### config.mk
export PLATFORM = sky130hd
export DESIGN_NAME = mem_access_unit_flat
export DESIGN_NICKNAME = d
export VERILOG_FILES = /design/src/rtl/mem_access_unit_if.sv /design/src/rtl/mem_access_unit.sv /design/src/flat_wrapper.sv
export SDC_FILE = /design/constraint.sdc
export NUM_CORES = 1
export LEC_CHECK = 0
export BUFFER_PORTS_ARGS = -buffer_cell sky130_fd_sc_hd__buf_2
export CAP_MARGIN = 10
export CORE_ASPECT_RATIO = 1.1
export CORE_MARGIN = 1
export CORE_UTILIZATION = 51
export DETAILED_ROUTE_END_ITERATION = 6
export PLACE_DENSITY_LB_ADDON = 0.15
export SETUP_SLACK_MARGIN = 0.4
export SLEW_MARGIN = 20
export SYNTH_ARGS = -nofsm -noshare
export SYNTH_HDL_FRONTEND = slang
export SYNTH_SLANG_ARGS = --single-unit
### constraint.sdc
create_clock -name clk -period 5 [get_ports clk]
set_input_delay 0.75 -clock clk [delete_from_list [all_inputs] [get_ports clk]]
set_output_delay 0.75 -clock clk [all_outputs]
set_load 0.005 [all_outputs]
### src/rtl/mem_access_unit_if.sv
`default_nettype none
// ============================================================================
//  Module      : mem_access_unit_if
//  Description : Bus bundle between the MEM-stage front end, the EX/MEM
//                pipeline register and DataMemory. The slave modport is the
//                access unit. The master modport is its environment: the
//                pipeline and the data memory.
//  Revision    : 1.0 - initial release
// ============================================================================
interface mem_access_unit_if;
    // Request side (from EX/MEM)
    logic        req_valid;
    logic        req_read;
    logic        req_write;
    logic [2:0]  req_funct3;
    logic [31:0] req_addr;
    logic [31:0] req_wdata;
    // DataMemory side
    logic [31:0] dm_rdata;
    logic        dm_read;
    logic        dm_write;
    logic [2:0]  dm_func3;
    logic [31:0] dm_addr;
    logic [31:0] dm_wdata;
    // Results back to the pipeline
    logic [31:0] rdata;
    logic        stall;
    logic        fault;

    modport master (
        output req_valid, req_read, req_write, req_funct3, req_addr, req_wdata,
        output dm_rdata,
        input  dm_read, dm_write, dm_func3, dm_addr, dm_wdata,
        input  rdata, stall, fault
    );

    modport slave (
        input  req_valid, req_read, req_write, req_funct3, req_addr, req_wdata,
        input  dm_rdata,
        output dm_read, dm_write, dm_func3, dm_addr, dm_wdata,
        output rdata, stall, fault
    );
endinterface
`default_nettype wire

### src/rtl/mem_access_unit.sv
`default_nettype none
// ============================================================================
//  Module      : mem_access_unit
//  Description : MEM-stage front end for DataMemory. Aligned accesses pass
//                straight through in one cycle. Misaligned half/word accesses
//                are split into byte accesses over N cycles while the
//                pipeline is stalled. Out-of-range and illegal requests raise
//                a one-cycle fault and never reach memory.
//  Revision    : 1.0 - initial release
// ============================================================================
module mem_access_unit #(
    parameter int MEM_BYTES = 1024
) (
    input  wire logic          clk,
    input  wire logic          rst,
    mem_access_unit_if.slave   bus
);

    typedef enum logic [0:0] {
        ST_IDLE  = 1'b0,
        ST_SPLIT = 1'b1
    } state_t;

    localparam logic [2:0]  C_F3_B      = 3'd0;
    localparam logic [2:0]  C_F3_H      = 3'd1;
    localparam logic [2:0]  C_F3_W      = 3'd2;
    localparam logic [2:0]  C_F3_BU     = 3'd4;
    localparam logic [2:0]  C_F3_HU     = 3'd5;
    localparam logic [32:0] C_LAST_ADDR = 33'(MEM_BYTES - 1);

    state_t      state_q, state_d;
    logic [1:0]  cnt_q, cnt_d;
    logic [31:0] lat_addr_q, lat_addr_d;
    logic [31:0] lat_wdata_q, lat_wdata_d;
    logic [2:0]  lat_funct3_q, lat_funct3_d;
    logic        lat_write_q, lat_write_d;
    logic [23:0] buf_q, buf_d;          // bytes 0..2 of a split load

    // Request decode (only meaningful in IDLE)
    logic [1:0]  w_req_last;            // access size minus one
    logic        w_req_legal;
    logic        w_req_access;
    logic        w_req_range_bad;
    logic        w_req_fault;
    logic        w_req_misaligned;
    logic [1:0]  w_lat_last;            // size minus one of the latched access
    logic [7:0]  w_lat_wbyte;           // store byte selected by the counter

    // Access size minus one; the illegal codes fault anyway, size is moot
    function automatic logic [1:0] size_m1(input logic [2:0] f3);
        case (f3)
            C_F3_B, C_F3_BU: size_m1 = 2'd0;
            C_F3_H, C_F3_HU: size_m1 = 2'd1;
            default:         size_m1 = 2'd3;
        endcase
    endfunction

    // Sign/zero extension of an assembled little-endian split load
    function automatic logic [31:0] extend_load(input logic [2:0] f3, input logic [31:0] raw);
        case (f3)
            C_F3_H:  extend_load = {{16{raw[15]}}, raw[15:0]};
            C_F3_HU: extend_load = {16'h0000, raw[15:0]};
            default: extend_load = raw;
        endcase
    endfunction

    // Classify the incoming request: legality, range and alignment
    always_comb begin
        w_req_last       = size_m1(bus.req_funct3);
        w_req_access     = bus.req_valid & (bus.req_read | bus.req_write);
        if (bus.req_read) begin
            w_req_legal = (bus.req_funct3 == C_F3_B)  || (bus.req_funct3 == C_F3_H)  ||
                          (bus.req_funct3 == C_F3_W)  || (bus.req_funct3 == C_F3_BU) ||
                          (bus.req_funct3 == C_F3_HU);
        end else begin
            w_req_legal = (bus.req_funct3 == C_F3_B)  || (bus.req_funct3 == C_F3_H)  ||
                          (bus.req_funct3 == C_F3_W);
        end
        // 33-bit sum so an address near 2^32 cannot wrap back into range
        w_req_range_bad  = ({1'b0, bus.req_addr} + {31'b0, w_req_last}) > C_LAST_ADDR;
        w_req_fault      = w_req_access &
                           ((bus.req_read & bus.req_write) | ~w_req_legal | w_req_range_bad);
        // Low address bits under the size mask must be zero for alignment
        w_req_misaligned = (bus.req_addr[1:0] & w_req_last) != 2'b00;
    end

    // Latched-request helpers for the split sequence
    always_comb begin
        w_lat_last = size_m1(lat_funct3_q);
        case (cnt_q)
            2'd0:    w_lat_wbyte = lat_wdata_q[7:0];
            2'd1:    w_lat_wbyte = lat_wdata_q[15:8];
            2'd2:    w_lat_wbyte = lat_wdata_q[23:16];
            default: w_lat_wbyte = lat_wdata_q[31:24];
        endcase
    end

    // Next-state, memory-port and pipeline-output logic
    always_comb begin
        state_d      = state_q;
        cnt_d        = cnt_q;
        lat_addr_d   = lat_addr_q;
        lat_wdata_d  = lat_wdata_q;
        lat_funct3_d = lat_funct3_q;
        lat_write_d  = lat_write_q;
        buf_d        = buf_q;

        bus.dm_read  = 1'b0;
        bus.dm_write = 1'b0;
        bus.dm_func3 = 3'd0;
        bus.dm_addr  = 32'h0;
        bus.dm_wdata = 32'h0;
        bus.rdata    = 32'h0;
        bus.stall    = 1'b0;
        bus.fault    = 1'b0;

        case (state_q)
            ST_IDLE: begin
                if (w_req_fault) begin
                    bus.fault = 1'b1;
                end else if (w_req_access && !w_req_misaligned) begin
                    // Aligned: pure pass-through, zero added latency
                    bus.dm_read  = bus.req_read;
                    bus.dm_write = bus.req_write;
                    bus.dm_func3 = bus.req_funct3;
                    bus.dm_addr  = bus.req_addr;
                    bus.dm_wdata = bus.req_wdata;
                    bus.rdata    = bus.dm_rdata;
                end else if (w_req_access) begin
                    // Misaligned: byte 0 now, the rest from latched copies
                    bus.dm_read  = bus.req_read;
                    bus.dm_write = bus.req_write;
                    bus.dm_func3 = bus.req_read ? C_F3_BU : C_F3_B;
                    bus.dm_addr  = bus.req_addr;
                    bus.dm_wdata = {24'h0, bus.req_wdata[7:0]};
                    bus.stall    = 1'b1;
                    lat_addr_d   = bus.req_addr;
                    lat_wdata_d  = bus.req_wdata;
                    lat_funct3_d = bus.req_funct3;
                    lat_write_d  = bus.req_write;
                    buf_d        = {16'h0, bus.req_read ? bus.dm_rdata[7:0] : 8'h00};
                    cnt_d        = 2'd1;
                    state_d      = ST_SPLIT;
                end
            end

            ST_SPLIT: begin
                bus.dm_read  = ~lat_write_q;
                bus.dm_write = lat_write_q;
                bus.dm_func3 = lat_write_q ? C_F3_B : C_F3_BU;
                bus.dm_addr  = lat_addr_q + {30'h0, cnt_q};
                bus.dm_wdata = {24'h0, w_lat_wbyte};
                if (cnt_q != w_lat_last) begin
                    bus.stall = 1'b1;
                    cnt_d     = cnt_q + 2'd1;
                    if (!lat_write_q) begin
                        case (cnt_q)
                            2'd1:    buf_d[15:8]  = bus.dm_rdata[7:0];
                            2'd2:    buf_d[23:16] = bus.dm_rdata[7:0];
                            default: buf_d[7:0]   = bus.dm_rdata[7:0];
                        endcase
                    end
                end else begin
                    // Final byte comes straight from memory this cycle
                    cnt_d   = 2'd0;
                    state_d = ST_IDLE;
                    if (!lat_write_q) begin
                        if (w_lat_last == 2'd1) begin
                            bus.rdata = extend_load(lat_funct3_q,
                                                    {16'h0, bus.dm_rdata[7:0], buf_q[7:0]});
                        end else begin
                            bus.rdata = extend_load(lat_funct3_q,
                                                    {bus.dm_rdata[7:0], buf_q});
                        end
                    end
                end
            end

            default: begin
                state_d = ST_IDLE;
                cnt_d   = 2'd0;
            end
        endcase

        // Reset silences the memory port and the pipeline outputs at once
        if (rst) begin
            bus.dm_read  = 1'b0;
            bus.dm_write = 1'b0;
            bus.rdata    = 32'h0;
            bus.stall    = 1'b0;
            bus.fault    = 1'b0;
        end
    end

    // State, counter, latched request and load-byte buffer registers
    always_ff @(posedge clk) begin
        if (rst) begin
            state_q      <= ST_IDLE;
            cnt_q        <= 2'd0;
            lat_addr_q   <= 32'h0;
            lat_wdata_q  <= 32'h0;
            lat_funct3_q <= 3'd0;
            lat_write_q  <= 1'b0;
            buf_q        <= 24'h0;
        end else begin
            state_q      <= state_d;
            cnt_q        <= cnt_d;
            lat_addr_q   <= lat_addr_d;
            lat_wdata_q  <= lat_wdata_d;
            lat_funct3_q <= lat_funct3_d;
            lat_write_q  <= lat_write_d;
            buf_q        <= buf_d;
        end
    end

endmodule
`default_nettype wire

### src/flat_wrapper.sv
// flat-port wrapper written by rule: the top's interface ports become plain ports
module mem_access_unit_flat 
#(
    parameter int MEM_BYTES = 1024
)
  (clk, rst, bus_req_valid, bus_req_read, bus_req_write, bus_req_funct3, bus_req_addr, bus_req_wdata, bus_dm_rdata, bus_dm_read, bus_dm_write, bus_dm_func3, bus_dm_addr, bus_dm_wdata, bus_rdata, bus_stall, bus_fault);
  mem_access_unit_if bus_i ();
  input  wire logic clk;
  input  wire logic rst;
  input wire logic [$bits(bus_i.req_valid)-1:0] bus_req_valid;
  input wire logic [$bits(bus_i.req_read)-1:0] bus_req_read;
  input wire logic [$bits(bus_i.req_write)-1:0] bus_req_write;
  input wire logic [$bits(bus_i.req_funct3)-1:0] bus_req_funct3;
  input wire logic [$bits(bus_i.req_addr)-1:0] bus_req_addr;
  input wire logic [$bits(bus_i.req_wdata)-1:0] bus_req_wdata;
  input wire logic [$bits(bus_i.dm_rdata)-1:0] bus_dm_rdata;
  output wire logic [$bits(bus_i.dm_read)-1:0] bus_dm_read;
  output wire logic [$bits(bus_i.dm_write)-1:0] bus_dm_write;
  output wire logic [$bits(bus_i.dm_func3)-1:0] bus_dm_func3;
  output wire logic [$bits(bus_i.dm_addr)-1:0] bus_dm_addr;
  output wire logic [$bits(bus_i.dm_wdata)-1:0] bus_dm_wdata;
  output wire logic [$bits(bus_i.rdata)-1:0] bus_rdata;
  output wire logic [$bits(bus_i.stall)-1:0] bus_stall;
  output wire logic [$bits(bus_i.fault)-1:0] bus_fault;
  assign bus_i.req_valid = bus_req_valid;
  assign bus_i.req_read = bus_req_read;
  assign bus_i.req_write = bus_req_write;
  assign bus_i.req_funct3 = bus_req_funct3;
  assign bus_i.req_addr = bus_req_addr;
  assign bus_i.req_wdata = bus_req_wdata;
  assign bus_i.dm_rdata = bus_dm_rdata;
  assign bus_dm_read = bus_i.dm_read;
  assign bus_dm_write = bus_i.dm_write;
  assign bus_dm_func3 = bus_i.dm_func3;
  assign bus_dm_addr = bus_i.dm_addr;
  assign bus_dm_wdata = bus_i.dm_wdata;
  assign bus_rdata = bus_i.rdata;
  assign bus_stall = bus_i.stall;
  assign bus_fault = bus_i.fault;
  mem_access_unit #(.MEM_BYTES(MEM_BYTES)) u_core (.clk(clk), .rst(rst), .bus(bus_i));
endmodule
==> impl_metrics.toml, run 1 <==
[status]
outcome = "finished with violations"
violations = "DRC"

[clocking]
cts_root_buf = "clkbuf_16"
cts_buffer_depth = 2
cts_buffers = 9
cts.sinks = 95
cts_tree = "yes"
clk_pin_slew_ns = 0.06
clock_latency_ns = 0.33
hold_buffers = 0
htreeDepth = 3

[synthesis]
synthesis.nets = 819
ys_ff_latch = 95
synth-main-ff-cell = "dfxtp_1"
yosys_warnings = 0
synth_common_cells = "dfxtp_1 (95), nor2_1 (83), mux2i_1 (82), and2_1 (50), nand2_1 (38)"
post-synth-top-count-cell = "dfxtp_1"
yosysTopAreaCell = "dfxtp_1"
synth_compound_area_frac = 0.174
synth_area_um2 = 6170
seq_area_frac_synth = 0.308
synth_edf_count = 0
synthMuxAreaShare = 0.135
synthCells = 705
synth.top_cell.area_share = 0.308
synth_fa_ha_area_frac = 0.0227
async_reset_ff_frac = 0
ys_top_cells_by_area = "dfxtp_1 (31%), mux2i_1 (13%), and2_1 (5.1%)"
synth_top_family_by_area = "simple AND/OR/NAND/NOR gates"
synth.avg_cell_area_um2 = 8.75
ys_types = 60
yosys.area_share.simple = 0.266
synth-xor-area-share = 0.0455

[detailed_routing]
top_layer = "met4"
dr.first_iter.drc_count = 331
vias = 6002
wl_met2_um = 9020
wire_per_inst_um = 17.0
drc_errors = 2
first_pass_iters = 7
m1WireLength_um = 7520
viasPerCell = 5.69
ant_nets = 0
routed_wl_um = 17900
wl_met3_um = 979

[setup_path]
critPathKind = "primary input to output port"
rr_worst_depth = 9
cp_max_fo = 7
r2r-start = "u_core.state_q"
cp-end-kind = "output port"
cp.arrival_ns = 3.83
crit_path_start_kind = "primary input"
r2r_end = "u_core.buf_q[7]"
crit_required_ns = 4.25
reg2reg_slack_ns = 1.69

[die]
die_w_um = 107
initial_core_util = 0.529
dieArea_um2 = 12500
core_area_um2 = 11600
die_h_um = 117
rows = 41
ioPinCount = 207

[timing]
clock_skew_ns = 0.00718
timing.slew.headroom = 0.243
rsz0062_at_grt = "yes"
final-hold-violation-count = 0
setup_tns_ns = 0
tightest_slew_ns = 1.14
setup_viol = 0
min_period_over_period = 0.915
period_needed_ns = 4.58
fmax_mhz = 218
slew_viol_final = 0

[layout]
final_cells = 1055
layout-drive-gt1-share = 0.347
area_delta_synth_final_pct = 30.0
fin_area_um2 = 8010
final_nets = 1016
utilization = 0.688
diodes = 0
final.fill_count = 918

[placement]
place_area_um2 = 7220
dp_hpwl_um = 12000
portBuffers = 206
gp_congestion = 0.955
dp.cells = 1020

[worst_hold_path]
hp-class = "register to register"
holdPathStages = 2
hold_end = "u_core.buf_q[14]"
holdCritStartpoint = "u_core.buf_q[14]"

[global_routing]
antenna_found_initial = 0
grt_pass1_wl_um = 27900
grt_max_degree = 52
grt_pass1_vias = 5700
grt.overflow.total = 0
globalRouteTotalUtil = 0.274

[power]
finalPower_mw = 1.58
ir_drop_uv = 171
p_leak_nw = 3.41
cellPowerDensity_nw_per_um2 = 197

[flow_run]
cap_violations = 0
[critical path, cell delays in order]
cell     delay [ns]
buf_8          0.09
or2_4          0.12
ha_4           0.15
inv_2          0.04
fa_2           0.35
and4b_2        0.37
nand4_1        0.17
mux2_4         0.25
nand4_1        0.09
or4_4          0.54
buf_6          0.16
nor3_4         0.17
buf_6          0.18
buf_8          0.15
and2_4         0.15
buf_6          0.08
[final cells by class]
class / count / area (um2) / area share
Timing Repair Buffer: 234 / 1520 / 0.190
Clock buffer: 11 / 243 / 0.0303
Tap cell: 150 / 188 / 0.0234
Sequential cell: 95 / 1900 / 0.237
Clock inverter: 3 / 45.0 / 0.00562
Inverter: 15 / 56.3 / 0.00703
Multi-Input combinational cell: 547 / 4060 / 0.507
[registers in the layout, indices dropped and copies added (netlist names)]
register	count
u_core.lat_wdata_q	32
u_core.lat_funct3_q	3
u_core.cnt_q	2
u_core.lat_addr_q	32
u_core.buf_q	24
u_core.state_q	1
u_core.lat_write_q	1
[how the worst max path moves through the flow]
| stage | end | start | slack, ns |
|---|---|---|---|
| 2_1_floorplan | bus_rdata[11] | bus_req_funct3[0] | 0.60 |
| 3_3_place_gp | bus_rdata[8] | bus_req_funct3[1] | 0.18 |
| 3_5_place_dp | bus_rdata[9] | bus_req_funct3[1] | 0.08 |
| 4_1_cts | bus_dm_read | bus_req_funct3[1] | 0.41 |
| 5_1_grt | bus_dm_wdata[22] | bus_req_funct3[1] | 0.33 |
| 6_report | bus_dm_wdata[17] | bus_req_funct3[1] | 0.42 |
[timing repair]
item                                    4_1_cts  5_1_grt
pin swaps                                     4       30
setup buffers                                12        4
resized for setup                            12       55
endpoints found under the setup margin       78       68
gates cloned                                  2        3
[through the flow]
stage               setup slack [ns]  hold slack [ns]
floorplan                      0.600            0.449
global placement               0.180            0.463
detailed placement            0.0773            0.473
CTS                            0.414            0.485
global route                   0.332            0.496
finish                         0.423            0.483
[metal layers]
metal,global-route usage,vias up
li1,-,2910
met1,0.342,2826
met2,0.473,229
met3,0.0456,37
met4,0.0959,0
met5,0,-
[placed cells by master (no fill, tap or decap), types with 3 or more instances in the layout]
cell / synthesis / layout
a211o_1: 3 / 3
a21oi_1: 25 / 22
a21oi_2: 0 / 3
a222oi_1: 9 / 9
a22o_1: 25 / 25
and2_1: 50 / 29
and2_4: 0 / 21
and3_1: 4 / 4
and4_1: 3 / 3
buf_2: 3 / 183
buf_4: 4 / 16
buf_6: 6 / 26
buf_8: 0 / 3
clkbuf_16: 0 / 11
dfxtp_1: 95 / 95
ha_1: 8 / 7
inv_1: 14 / 13
mux2i_1: 82 / 82
nand2_1: 38 / 38
nand2b_1: 31 / 31
nand3_1: 19 / 18
nand3b_1: 9 / 9
nand4_1: 17 / 17
nor2_1: 83 / 83
nor2b_1: 3 / 3
nor3_1: 8 / 8
nor3b_1: 4 / 3
nor4_4: 3 / 3
o21ai_0: 20 / 20
o2bb2ai_1: 6 / 6
o2bb2ai_2: 20 / 20
or3_1: 9 / 8
xnor2_1: 14 / 14
xor2_1: 18 / 18
[logic make-up after synthesis]
group | after synthesis
DFF | 95
AOI/OAI and AO/OA | 126
adders and majority gates | 10
and+or+nand+nor | 296
buffers and inverters | 63
muxes | 83
xor gates and xnor gates | 32
[where the power goes]
group	internal [mW]	switching (mW)
Clock	0.396	0.285
Combinational	0.0590	0.0817
Sequential	0.756	0.00000000167
Total	1.21	0.366
Power figures use the tool's default switching activity.
==> run 2: changes to the inputs <==
--- a/config.mk
+++ b/config.mk
@@ -11,6 +11,7 @@
 export CORE_MARGIN = 1
 export CORE_UTILIZATION = 51
 export DETAILED_ROUTE_END_ITERATION = 6
+export MAX_ROUTING_LAYER = met4
 export PLACE_DENSITY_LB_ADDON = 0.15
 export SETUP_SLACK_MARGIN = 0.4
 export SLEW_MARGIN = 20
==> run 2 against run 1 <==
- the run now ends clean
- sequential share of layout area about the same
- sequential power is essentially flat
- maximum frequency shrank 0.49%
- clock skew decreased by 0.0023 ns
- setup slack worse by 0.023 ns
- final cell count down 0.66%
- register-to-register slack worse by 0.03 ns
- die area unchanged
- combinational power down 4%
- non-clock buffer count decreased by 6
- routed wire length is 0.58% lower
- critical endpoint is now bus_dm_wdata[11]
- largest power group unchanged
==> impl_metrics.toml, run 2 (same netlist as run 1, synthesis figures left out) <==
[die]
core_area_um2 = 11600
rows = 41
ioPinCount = 207
die_w_um = 107
dieArea_um2 = 12500
initial_core_util = 0.529
die_h_um = 117

[timing]
slew_viol_final = 0
timing.slew.headroom = 0.359
setup_tns_ns = 0
period_needed_ns = 4.60
finalWorstSetupSlack_ns = 0.400
clock_skew_ns = 0.00487
final-hold-violation-count = 0
rsz0062_at_grt = "yes"
holdWs_ns = 0.480
tightest_slew_ns = 0.958
fmax_mhz = 217
setup_viol = 0
min_period_over_period = 0.920

[detailed_routing]
vias = 5920
routed_wl_um = 17800
drc_errors = 0
wire_per_inst_um = 17.0
dr.first_iter.drc_count = 370
first_pass_iters = 5
viasPerCell = 5.65
ant_nets = 0

[worst_hold_path]
hp-class = "register to register"

[power]
p_seq_frac = 0.483
p_leak_nw = 3.39
switching_share = 0.231
switching_power_uw = 361
finalPower_mw = 1.57
cellPowerDensity_nw_per_um2 = 195
ir_drop_uv = 169
power_frac_clock = 0.430
pwr-share-comb = 0.087
intPower_mw = 1.21

[setup_path]
critPathKind = "primary input to output port"
crit_required_ns = 4.25
crit_path_start_kind = "primary input"
cp-end-kind = "output port"
cp_max_fo = 7
cp.arrival_ns = 3.85

[placement]
dp_hpwl_um = 12000
gp_congestion = 0.962
place_area_um2 = 7220
dp_slack_ns = 0.0708
portBuffers = 206

[layout]
area_delta_synth_final_pct = 30.1
final_nets = 1010
fin_area_um2 = 8020
largestRegisters = "u_core.lat_addr_q x32, u_core.lat_wdata_q x32, u_core.buf_q x24"
diodes = 0
final.fill_count = 913
layout-drive-gt1-share = 0.349
final_common_cell = "buf_2"
final_cell_mix = "buf_2 (185), dfxtp_1 (95), nor2_1 (82), mux2i_1 (82), nand2_1 (38)"

[flow_run]
cap_violations = 0

[global_routing]
grt_pass1_vias = 5747
grt_pass1_wl_um = 28000
antenna_found_initial = 0
grt.overflow.total = 0
globalRouteTotalUtil = 0.282
grt_max_degree = 57

[clocking]
htreeDepth = 3
clock_latency_ns = 0.34
cts_buffer_depth = 2
cts_tree = "yes"
cts_buffers = 9
cts_root_buf = "clkbuf_16"
clk_pin_slew_ns = 0.07
hold_buffers = 0
cts.sinks = 95

[status]
outcome = "completed"
run 2: worst paths after layout:
| path | startpoint | endpoint | slack [ns] | depth (start not counted) |
|---|---|---|---|---|
| worst max-delay path | bus_req_funct3[1] | bus_dm_wdata[11] | 0.40 | 16 |
| worst min-delay path | u_core.buf_q[6] | u_core.buf_q[6] | 0.48 | 2 |
| worst max register to register | u_core.state_q | u_core.buf_q[1] | 1.66 | 9 |
| worst min register to register | u_core.buf_q[6] | u_core.buf_q[6] | 0.48 | 2 |
run 2: layout make-up:
| cell class | count | area (um2) | area share |
|---|---|---|---|
| clock buffers | 10 | 239 | 0.0298 |
| flip-flops and latches | 95 | 1900 | 0.237 |
| inverters | 15 | 56.3 | 0.00702 |
| clock inverters | 3 | 46.3 | 0.00577 |
| well taps | 150 | 188 | 0.0234 |
| multi-input cells | 547 | 4120 | 0.513 |
| repair buffers | 228 | 1480 | 0.184 |
run 2: layer usage:
metal / track usage / wire length, um / part of all wire
met1: 0.344 / 7460 / 0.42
met3: 0.0384 / 900 / 0.051
met2: 0.487 / 9140 / 0.51
met4: 0.0728 / 299 / 0.017
met5: - / 0 / 0
run 2: what timing repair did:
item / CTS / global route
gates resized for setup: 13 / 56
pin swaps: 4 / 24
setup endpoints to repair: 78 / 79
gates cloned: 2 / 4
setup buffers: 4 / 5
run 2: power groups by stage:
stage               Clock, mW  Sequential (mW)  Combinational (mW)
floorplan                   0            0.774              0.0505
global placement            0            0.774               0.125
detailed placement          0            0.774               0.126
CTS                     0.687            0.756               0.130
global route            0.714            0.756               0.147
finish                  0.674            0.756               0.136
run 2: critical path, cell delays in order:
cell     delay, ns
buf_8         0.09
or2_4         0.12
ha_4          0.16
inv_2         0.04
fa_2          0.34
and4b_2       0.36
nand4_1       0.17
mux2_4        0.25
nand4_1       0.08
or4_4         0.58
buf_6         0.16
nor3_4        0.21
buf_6         0.16
buf_8         0.14
and2_4        0.15
buf_6         0.08
run 2: through the flow:
step	std cells	util
final	1048	0.689
after global placement	1020	0.620
after CTS	1039	0.656
after detailed placement	1020	0.620
after global routing	1048	0.689
after floorplan	705	-
